`src/rtl/ysyx_24070016_ifu_pkg.sv`:
```
// Shared definitions for the instruction fetch unit.
//   IFU_RESET_PC : PC loaded on reset
//   IFU_NOP      : instruction word presented in place of a faulting fetch (addi x0,x0,0)
//   ifu_state_e  : fetch FSM states (REQ=0, WAIT=1, HOLD=2)
package ysyx_24070016_ifu_pkg;

  localparam logic [31:0] IFU_RESET_PC = 32'h8000_0000;
  localparam logic [31:0] IFU_NOP      = 32'h0000_0013;

  typedef enum logic [1:0] {
    ST_REQ  = 2'd0,
    ST_WAIT = 2'd1,
    ST_HOLD = 2'd2
  } ifu_state_e;

endpackage

```
`src/rtl/ysyx_24070016_ifu_pc.sv`:
```
// PC register and next-PC selection for the fetch unit.
// Ports:
//   clk, rst_n       : clock, asynchronous active-low reset
//   redirect_valid   : load redirect_pc (word aligned) this cycle
//   redirect_pc      : redirect target, low two bits ignored
//   advance          : step to the next sequential instruction (pc + 4)
//   pc               : current fetch PC
// Redirect outranks advance; with neither the PC holds.
module ysyx_24070016_ifu_pc
  import ysyx_24070016_ifu_pkg::*;
#(
  parameter int              XLEN     = 32,
  parameter logic [XLEN-1:0] RESET_PC = IFU_RESET_PC
) (
  input  logic            clk,
  input  logic            rst_n,
  input  logic            redirect_valid,
  input  logic [XLEN-1:0] redirect_pc,
  input  logic            advance,
  output logic [XLEN-1:0] pc
);

  logic [XLEN-1:0] pc_q;
  logic [XLEN-1:0] pc_d;

  always_comb begin
    pc_d = pc_q;
    if (redirect_valid) begin
      pc_d = {redirect_pc[XLEN-1:2], 2'b00};
    end else if (advance) begin
      // Natural wrap: 32'hFFFF_FFFC + 4 -> 0.
      pc_d = pc_q + {{(XLEN-3){1'b0}}, 3'd4};
    end
  end

  always_ff @(posedge clk or negedge rst_n) begin
    if (!rst_n) begin
      pc_q <= RESET_PC;
    end else begin
      pc_q <= pc_d;
    end
  end

  assign pc = pc_q;

endmodule

```
`src/rtl/ysyx_24070016_ifu.sv`:
```
// Instruction fetch unit, directly upstream of the IDU.
// Issues one fetch at a time on a valid/ready instruction-memory bus, registers the
// returned word together with its PC, and offers {ifu_pc, ifu_inst, ifu_err} to the IDU
// with a valid/ready handshake. Redirects restart fetching at a new PC; a fetch already
// issued when a redirect arrives is marked with kill and its response is discarded.
// Ports:
//   clk, rst_n                          : clock, asynchronous active-low reset
//   imem_req_valid/ready, imem_req_addr : fetch request channel (word-aligned address)
//   imem_rsp_valid/ready, imem_rsp_data,
//   imem_rsp_err                        : fetch response channel, err = access fault
//   redirect_valid, redirect_pc         : one-cycle flush/restart from EXU/WBU
//   ifu_valid/ready, ifu_pc, ifu_inst,
//   ifu_err                             : instruction handed to the IDU
// Only XLEN = 32 is supported.
module ysyx_24070016_ifu
  import ysyx_24070016_ifu_pkg::*;
#(
  parameter logic [31:0] RESET_PC = IFU_RESET_PC,
  parameter int          XLEN     = 32
) (
  input  logic            clk,
  input  logic            rst_n,
  output logic            imem_req_valid,
  input  logic            imem_req_ready,
  output logic [XLEN-1:0] imem_req_addr,
  input  logic            imem_rsp_valid,
  output logic            imem_rsp_ready,
  input  logic [XLEN-1:0] imem_rsp_data,
  input  logic            imem_rsp_err,
  input  logic            redirect_valid,
  input  logic [XLEN-1:0] redirect_pc,
  output logic            ifu_valid,
  input  logic            ifu_ready,
  output logic [XLEN-1:0] ifu_pc,
  output logic [XLEN-1:0] ifu_inst,
  output logic            ifu_err
);

  ifu_state_e      state_q, state_d;
  logic            kill_q, kill_d;
  logic            ifu_valid_q, ifu_valid_d;
  logic [XLEN-1:0] ifu_pc_q, ifu_pc_d;
  logic [XLEN-1:0] ifu_inst_q, ifu_inst_d;
  logic            ifu_err_q, ifu_err_d;

  logic [XLEN-1:0] pc;
  logic            pc_advance;
  logic            req_hs;
  logic            rsp_hs;

  ysyx_24070016_ifu_pc #(
    .XLEN     (XLEN),
    .RESET_PC (RESET_PC)
  ) u_pc (
    .clk            (clk),
    .rst_n          (rst_n),
    .redirect_valid (redirect_valid),
    .redirect_pc    (redirect_pc),
    .advance        (pc_advance),
    .pc             (pc)
  );

  assign req_hs = (state_q == ST_REQ) && imem_req_ready;
  assign rsp_hs = (state_q == ST_WAIT) && imem_rsp_valid;

  always_comb begin
    state_d     = state_q;
    kill_d      = kill_q;
    ifu_valid_d = ifu_valid_q;
    ifu_pc_d    = ifu_pc_q;
    ifu_inst_d  = ifu_inst_q;
    ifu_err_d   = ifu_err_q;
    pc_advance  = 1'b0;

    unique case (state_q)
      ST_REQ: begin
        // The address may still change before the handshake; the slave samples it
        // only when accepting. A redirect on the accepting cycle makes this fetch stale.
        if (req_hs) begin
          state_d = ST_WAIT;
          if (redirect_valid) kill_d = 1'b1;
        end
      end

      ST_WAIT: begin
        if (rsp_hs) begin
          // Stale (killed) responses and responses overtaken by a same-cycle redirect
          // are dropped; either way the next fetch starts from the current pc.
          state_d = ST_REQ;
          kill_d  = 1'b0;
          if (!kill_q && !redirect_valid) begin
            ifu_valid_d = 1'b1;
            ifu_pc_d    = pc;
            ifu_err_d   = imem_rsp_err;
            ifu_inst_d  = imem_rsp_err ? IFU_NOP : imem_rsp_data;
            state_d     = ST_HOLD;
          end
        end else if (redirect_valid) begin
          kill_d = 1'b1;
        end
      end

      ST_HOLD: begin
        if (redirect_valid) begin
          ifu_valid_d = 1'b0;
          state_d     = ST_REQ;
        end else if (ifu_ready) begin
          ifu_valid_d = 1'b0;
          pc_advance  = 1'b1;
          state_d     = ST_REQ;
        end
      end

      default: begin
        state_d     = ST_REQ;
        kill_d      = 1'b0;
        ifu_valid_d = 1'b0;
      end
    endcase
  end

  always_ff @(posedge clk or negedge rst_n) begin
    if (!rst_n) begin
      state_q     <= ST_REQ;
      kill_q      <= 1'b0;
      ifu_valid_q <= 1'b0;
      ifu_pc_q    <= '0;
      ifu_inst_q  <= '0;
      ifu_err_q   <= 1'b0;
    end else begin
      state_q     <= state_d;
      kill_q      <= kill_d;
      ifu_valid_q <= ifu_valid_d;
      ifu_pc_q    <= ifu_pc_d;
      ifu_inst_q  <= ifu_inst_d;
      ifu_err_q   <= ifu_err_d;
    end
  end

  assign imem_req_valid = (state_q == ST_REQ);
  assign imem_req_addr  = pc;
  assign imem_rsp_ready = (state_q == ST_WAIT);

  assign ifu_valid = ifu_valid_q;
  assign ifu_pc    = ifu_pc_q;
  assign ifu_inst  = ifu_inst_q;
  assign ifu_err   = ifu_err_q;

endmodule
```
`config.mk`:
```
export PLATFORM = sky130hd
export DESIGN_NAME = ysyx_24070016_ifu
export DESIGN_NICKNAME = d
export VERILOG_FILES = /design/src/rtl/ysyx_24070016_ifu_pkg.sv /design/src/rtl/ysyx_24070016_ifu_pc.sv /design/src/rtl/ysyx_24070016_ifu.sv
export SDC_FILE = /design/constraint.sdc
export NUM_CORES = 1
export LEC_CHECK = 0
export BUFFER_PORTS_ARGS = -buffer_cell sky130_fd_sc_hd__buf_2
export CAP_MARGIN = 20
export CORE_ASPECT_RATIO = 1.2
export CORE_MARGIN = 1.5
export CORE_UTILIZATION = 41
export DETAILED_ROUTE_END_ITERATION = 8
export HOLD_SLACK_MARGIN = 0.02
export PLACE_DENSITY = 0.68
export SLEW_MARGIN = 0
export SYNTH_ARGS = -nofsm -noshare
export SYNTH_HDL_FRONTEND = slang
export SYNTH_HIERARCHICAL = 1
export SYNTH_SLANG_ARGS = --single-unit
```
`constraint.sdc`:
```
create_clock -name clk -period 3.6 [get_ports clk]
set_input_delay 1.08 -clock clk [delete_from_list [all_inputs] [get_ports clk]]
set_output_delay 1.08 -clock clk [all_outputs]
set_load 0.01 [all_outputs]
```
==> flow_summary_export.csv, run 1 <==
group,metric,value,unit
placement,port_buffers,166,
routing,drt-initial-drc-count,67,
clock_network,cts_sinks,99,
critical_path,ff2ff_path_depth,7,
clock_network,numCtsBuffers,9,
synthesis,synth_edf_count,0,
sta,finalHoldViolCount,0,
power_and_ir_drop,seqPwrFrac,0.445,
power_and_ir_drop,vdd_drop_max,0.285,mV
power_and_ir_drop,pwr-share-clk,0.250,
sta,setup_tns,0,ns
grt,gr-usage-all-layers,0.179,
layout,regArea,2480,um2
layout,drive_gt1_frac,0.470,
grt,grt_max_degree,62,
run,cap_violations,0,
critical_path,path_class,"in -> reg",
grt,grt_first_pass_wirelength,17000,um
power_and_ir_drop,power.switching,1.14,mW
layout,final_nets,625,
layout,antenna_cells,0,
synthesis,async_flop_share,1.00,
synthesis,yosysTopAreaCell,"dfrtp_1",
power_and_ir_drop,swShare,0.299,
placement,placed_cell_area,5620,um2
sta,period_minus_slack,2.80,ns
power_and_ir_drop,intPower,2.66,mW
clock_network,cts_tree,"yes",
routing,drt-vias-per-instance,5.01,
floorplanning,die_h,120,um
power_and_ir_drop,power.density,642,nW/um2
power_and_ir_drop,pwr-share-comb,0.305,
floorplanning,chipWidth,100,um
clock_network,insertion_delay,0.35,ns
floorplanning,die_area,12000,um2
critical_path,r2r-start,"state_q[0]",
run_status,status,"finished, final reports clean",
synthesis,ys_seq_area_frac,0.532,
synthesis,synth_seq_cells,99,
hold_path,min_to,"ifu_valid",
layout,multi_input_area,2030,um2
routing,ant_nets,0,
layout,nFillCells,982,
synthesis,synth_flop_cell,"dfrtp_1",
routing,wirelength,10300,um
synthesis,syn_inst,389,
clock_network,post_cts_buffers,0,
sta,final_max_slew_viol_count,0,
hold_path,min_path_cells,2,
placement,post-dp-hpwl,7300,um
routing,vias,3457,
synthesis,synth_top_area_frac,0.526,
critical_path,worstPathMaxFanout,9,
power_and_ir_drop,p_leak,3.01,nW
hold_path,hp-class,"reg -> reg",
clock_network,clk_pin_slew,0.06,ns
floorplanning,start_util,0.422,
critical_path,endpoint_kind,"flop",
routing,routedWlPerCell,15.0,um
synthesis,yosys_warnings,6,
critical_path,reg2reg_to,"u_pc/pc[19]",
synthesis,avgSynthCellArea,12.0,um2
synthesis,synth_area,4660,um2
synthesis,synth.most_common_cell,"dfrtp_1",
sta,setup_viol,0,
routing,drcViolationCount,0,
floorplanning,rows,42,
layout,area_growth,27.0,%
sta,finalClockSkew,0.00711,ns
floorplanning,core_area,11000,um2
clock_network,cts.path.max_buffers,2,
hold_path,holdCritStartpoint,"ifu_valid",
critical_path,rrSetupSlack,1.14,ns
critical_path,start_kind,"primary input",
layout,design_area,5920,um2
synthesis,ys_top_cells_by_count,"dfrtp_1, nand2_1, mux2_2",
grt,grt.overflow.total,0,
critical_path,cp_data_arrival_time,3.02,ns
sta,rsz0062_at_grt,"false",
floorplanning,pin_count,171,
sta,finalCritPeriodShare,0.778,
clock_network,h-tree-depth,3,
synthesis,synth_cell_type_count,36,
grt,grt_pass1_vias,3585,
critical_path,required,3.82,ns
clock_network,cts_resized,0,
clock_network,clockRootBuffer,"clkbuf_16",
routing,first_pass_iters,4,
sta,relSlewSlack,0.550,
placement,gp_congestion,0.773,
placement,place_inst,674,
layout,post_layout_nonfiller_instances,690,
sta,fmax,0.357,GHz
sta,tightest_slew,0.674,ns
grt,antenna_found_initial,0,
clock_network,holdBufCountCts,0,
synthesis,synthTopCellsByArea,"dfrtp_1, mux2_2, mux2_4, nor2b_1, xnor2_1",
==> power groups by stage <==
stage	registers, mW	logic, mW	clock network (mW)
2_1_floorplan	1.87	0.475	0
3_3_place_gp	1.68	1.16	0
3_5_place_dp	1.72	1.17	0
4_1_cts	1.70	1.18	0.983
5_1_grt	1.74	1.26	1.03
6_report	1.69	1.16	0.950
==> routing by layer <==
layer	vias up	part of all wire	GRT usage
met2	115	0.50	0.307
met5	-	0	0
li1	1641	-	-
met1	1687	0.43	0.216
met3	14	0.055	0.0355
met4	0	0.017	0.0801
==> cell families (layout without fill, tap and decap cells) <==
| logic type | count (synthesis) | after routing | share of synthesized area |
|---|---|---|---|
| fa+ha+maj | 1 | 1 | 0.00268 |
| buf+inv | 28 | 196 | 0.0338 |
| simple gates | 130 | 130 | 0.156 |
| other cells | 1 | 2 | 0.000805 |
| mux | 68 | 68 | 0.183 |
| compound gates | 33 | 33 | 0.0373 |
| flops | 99 | 99 | 0.532 |
| xor+xnor | 29 | 29 | 0.0545 |
==> per-stage QoR <==
stage,utilization,total power [mW],setup slack (ns),hold WS [ns]
6_report,0.536,3.80,0.800,0.495
5_1_grt,0.536,4.03,0.690,0.515
4_1_cts,0.536,3.86,0.796,0.495
3_5_place_dp,0.510,2.88,0.423,0.479
3_3_place_gp,0.510,2.84,0.504,0.459
2_1_floorplan,-,2.35,0.954,0.495
==> flip-flops by register name (all words and copies together), names as in the netlist <==
| register | count |
|---|---|
| kill_q | 1 |
| ifu_err | 1 |
| ifu_inst | 32 |
| state_q | 2 |
| ifu_pc | 32 |
| ifu_valid | 1 |
| u_pc/pc | 30 |
==> critical path: stages <==
cell     delay, ns
buf_2         0.11
nor2_1        0.11
and3_1        0.31
nand4_2       0.21
or3_1         0.62
nor3_1        0.34
xnor2_1       0.18
o21ai_2       0.06
==> cells in the final DEF (no fill, tap or decap), types with 2 or more instances in the layout <==
master	Yosys	routed
o21ai_1	5	5
conb_1	1	2
nor3_1	7	7
clkinv_2	0	3
xnor2_1	21	21
dfrtp_1	98	98
mux2_2	38	38
o31ai_1	2	2
buf_4	3	4
inv_1	8	8
nand2_1	46	46
nor2_1	14	14
nor4_4	3	3
nand4_1	3	3
nand3_1	7	7
or3_1	2	2
clkbuf_16	0	9
mux2i_1	5	5
mux2_4	25	25
buf_2	3	165
nor4_1	3	3
o21ai_0	25	25
nor2b_1	30	30
xor2_1	8	8
buf_12	0	3
and3_1	6	6
==> cell type report <==
cell class,instances,area share
flip-flops and latches,99,0.419
multi-input cells,263,0.344
repair buffers,172,0.155
clock buffers,11,0.0410
well taps,132,0.0279
clock inverters,5,0.00888
inverters,8,0.00507
==> worst max-delay path by stage <==
stage | start | slack (ns) | cells after the start | to
global placement | redirect_valid | 0.50 | 8 | u_pc/pc[19]
finish | redirect_valid | 0.80 | 8 | u_pc/pc[19]
CTS | redirect_valid | 0.80 | 8 | u_pc/pc[19]
global route | redirect_valid | 0.69 | 8 | u_pc/pc[29]
detailed placement | redirect_valid | 0.42 | 8 | u_pc/pc[19]
floorplan | redirect_valid | 0.95 | 7 | u_pc/pc[28]
No activity file was read; power rests on OpenSTA's default activity.
==> inputs of run 2 (changes only) <==
- ABC_AREA: unset -> 1
- PLACE_DENSITY: 0.68 -> 0.7
- clock period: 3.6 -> 2.24 ns (I/O delays scaled with it)
==> flow_summary_export.csv, run 2 <==
group,metric,value,unit
power_and_ir_drop,pwr-share-clk,0.245,
critical_path,worstPathMaxFanout,5,
synthesis,synth.most_common_cell,"nand2_1",
synthesis,avgSynthCellArea,7.86,um2
synthesis,synth_seq_cells,99,
layout,final_nets,855,
layout,final_common_cell,"nand2_1",
clock_network,post_cts_buffers,0,
floorplanning,start_util,0.421,
clock_network,holdBufCountCts,0,
power_and_ir_drop,power.switching,2.29,mW
power_and_ir_drop,vdd_drop_max,0.506,mV
floorplanning,die_h,123,um
sta,finalClockSkew,0.00696,ns
synthesis,synth_cell_type_count,30,
synthesis,synthTopCellsByArea,"dfrtp_1, nand2_1, nand3_1, o21ai_1, nor2_1",
synthesis,synth_edf_count,0,
clock_network,cts_sinks,99,
synthesis,synth_top_area_frac,0.501,
power_and_ir_drop,intPower,4.31,mW
run,cap_violations,0,
routing,drt-vias-per-instance,4.90,
grt,grt_first_pass_wirelength,19800,um
floorplanning,die_area,12600,um2
power_and_ir_drop,power.density,1070,nW/um2
sta,period_minus_slack,1.87,ns
routing,first_pass_iters,5,
sta,relSlewSlack,0.647,
synthesis,async_flop_share,1.00,
power_and_ir_drop,pwr-share-comb,0.319,
clock_network,h-tree-depth,3,
floorplanning,chipWidth,103,um
routing,drcViolationCount,0,
grt,grt_pass1_vias,4149,
sta,tightest_slew,0.529,ns
synthesis,yosysTopAreaCell,"dfrtp_1",
synthesis,synth_area,4900,um2
layout,antenna_cells,0,
sta,fmax,0.533,GHz
critical_path,endpoint_kind,"output port",
critical_path,cp_data_arrival_time,1.20,ns
clock_network,cts.path.max_buffers,2,
sta,finalHoldViolCount,0,
layout,area_growth,26.0,%
power_and_ir_drop,swShare,0.347,
layout,design_area,6170,um2
critical_path,path_class,"reg -> out",
critical_path,required,1.57,ns
grt,gr-usage-all-layers,0.204,
routing,vias,4628,
layout,multi_input_area,2120,um2
clock_network,cts_tree,"yes",
routing,routedWlPerCell,13.8,um
synthesis,ys_top_cells_by_count,"nand2_1, dfrtp_1, nand3_1, nor2_1, o21ai_1",
synthesis,synth_flop_cell,"dfrtp_1",
sta,setup_viol,0,
clock_network,clk_pin_slew,0.06,ns
clock_network,clockRootBuffer,"clkbuf_16",
clock_network,cts_resized,0,
sta,setup_tns,0,ns
clock_network,insertion_delay,0.34,ns
sta,finalCritPeriodShare,0.837,
critical_path,cp_cell_sequence,"nor2_1 > buf_2",
critical_path,cpMaxStageDelayCell,"dfrtp_1",
routing,drt-initial-drc-count,200,
synthesis,yosys_warnings,6,
critical_path,start_kind,"flop",
grt,antenna_found_initial,0,
sta,final_max_slew_viol_count,0,
layout,fin_util,0.531,
grt,grt_max_degree,71,
run_status,status,"finished, final reports clean",
synthesis,syn_inst,623,
layout,final_cell_mix,"nand2_1, buf_2, dfrtp_1",
routing,ant_nets,0,
placement,post-dp-hpwl,9590,um
hold_path,hp-class,"in -> async",
layout,regArea,2480,um2
power_and_ir_drop,p_leak,3.26,nW
routing,wirelength,13000,um
sta,rsz0062_at_grt,"false",
clock_network,numCtsBuffers,9,
floorplanning,core_area,11600,um2
critical_path,slowest_delay,0.41,ns
power_and_ir_drop,seqPwrFrac,0.435,
placement,placed_cell_area,5860,um2
placement,gp_congestion,0.902,
floorplanning,rows,43,
synthesis,ys_seq_area_frac,0.506,
layout,nFillCells,1133,
sta,hold-worst-slack,0.311,ns
placement,port_buffers,166,
critical_path,ff2ff_path_depth,8,
layout,drive_gt1_frac,0.277,
floorplanning,pin_count,171,
grt,grt.overflow.total,0,
## run 2: cell count changes in the layout (fill, tap and decap cells not counted), sizes merged, moves of 10 or more
cell	before	now
mux2	63	0
nand2	46	285
nand3	9	42
nor2	14	55
xnor2	21	0
nor2b	31	0
o21ai	31	41
a22oi	0	18
inv	8	32
## run 2: routing by layer
metal / global-route usage / vias to the layer above / share of wire / routed length (um)
met5: 0 / - / 0 / 0
met4: 0.0777 / 0 / 0.016 / 207
met3: 0.0302 / 14 / 0.064 / 836
met2: 0.362 / 166 / 0.48 / 6290
met1: 0.248 / 2155 / 0.44 / 5700
li1: - / 2293 / - / -
## run 2: final timing paths
| kind | startpoint | slack [ns] | end |
|---|---|---|---|
| max in group asynchronous | rst_n | 1.24 | ifu_pc[6] |
| max | state_q[1] | 0.37 | imem_req_valid |
| min reg2reg | ifu_valid | 0.47 | ifu_valid |
| min | rst_n | 0.31 | ifu_pc[31] |
| max reg2reg | u_pc/pc[2] | 0.64 | u_pc/pc[24] |
| min in group clk | ifu_valid | 0.47 | ifu_valid |
## run 2: cell type report
cell class                 instances  area share
timing repair buffer             175       0.152
sequential                        99       0.402
tap                              157      0.0318
multi-input combinational        466       0.344
clock buffer                      11      0.0377
inverter                          32      0.0199
clock inverter                     5      0.0126
## run 2: power groups by stage
| stage | combinational [mW] | clock, mW | sequential, mW |
|---|---|---|---|
| finish | 2.11 | 1.62 | 2.87 |
| CTS | 2.14 | 1.67 | 2.87 |
| global route | 2.40 | 1.73 | 2.95 |
| detailed placement | 2.14 | 0 | 2.90 |
| floorplan | 0.863 | 0 | 3.16 |
| global placement | 2.09 | 0 | 2.85 |
## run 2: cell families (layout without fill, tap and decap cells)
kind of cell / after synthesis / after routing / share of synthesized area
buffers and inverters: 59 / 223 / 0.0634
adders and majority gates: 1 / 1 / 0.00255
AOI/OAI and AO/OA: 71 / 71 / 0.0871
and+or+nand+nor: 387 / 387 / 0.331
other: 1 / 2 / 0.000766
DFF: 99 / 99 / 0.506
xor gates and xnor gates: 5 / 5 / 0.00894
## run 2: per-stage QoR
stage / setup slack [ns] / total power, mW / cells
2_1_floorplan: 0.620 / 4.03 / 624
5_1_grt: 0.280 / 7.08 / 945
6_report: 0.365 / 6.60 / 945
4_1_cts: 0.353 / 6.68 / 945
3_5_place_dp: 0.304 / 5.03 / 929
3_3_place_gp: 0.345 / 4.94 / 929
## run 2: critical path, delay by kind of cell (launching register included)
| family | cells | cell delay (ns) |
|---|---|---|
| simple gates | 1 | 0.27 |
| buf+inv | 1 | 0.19 |
| flops | 1 | 0.41 |
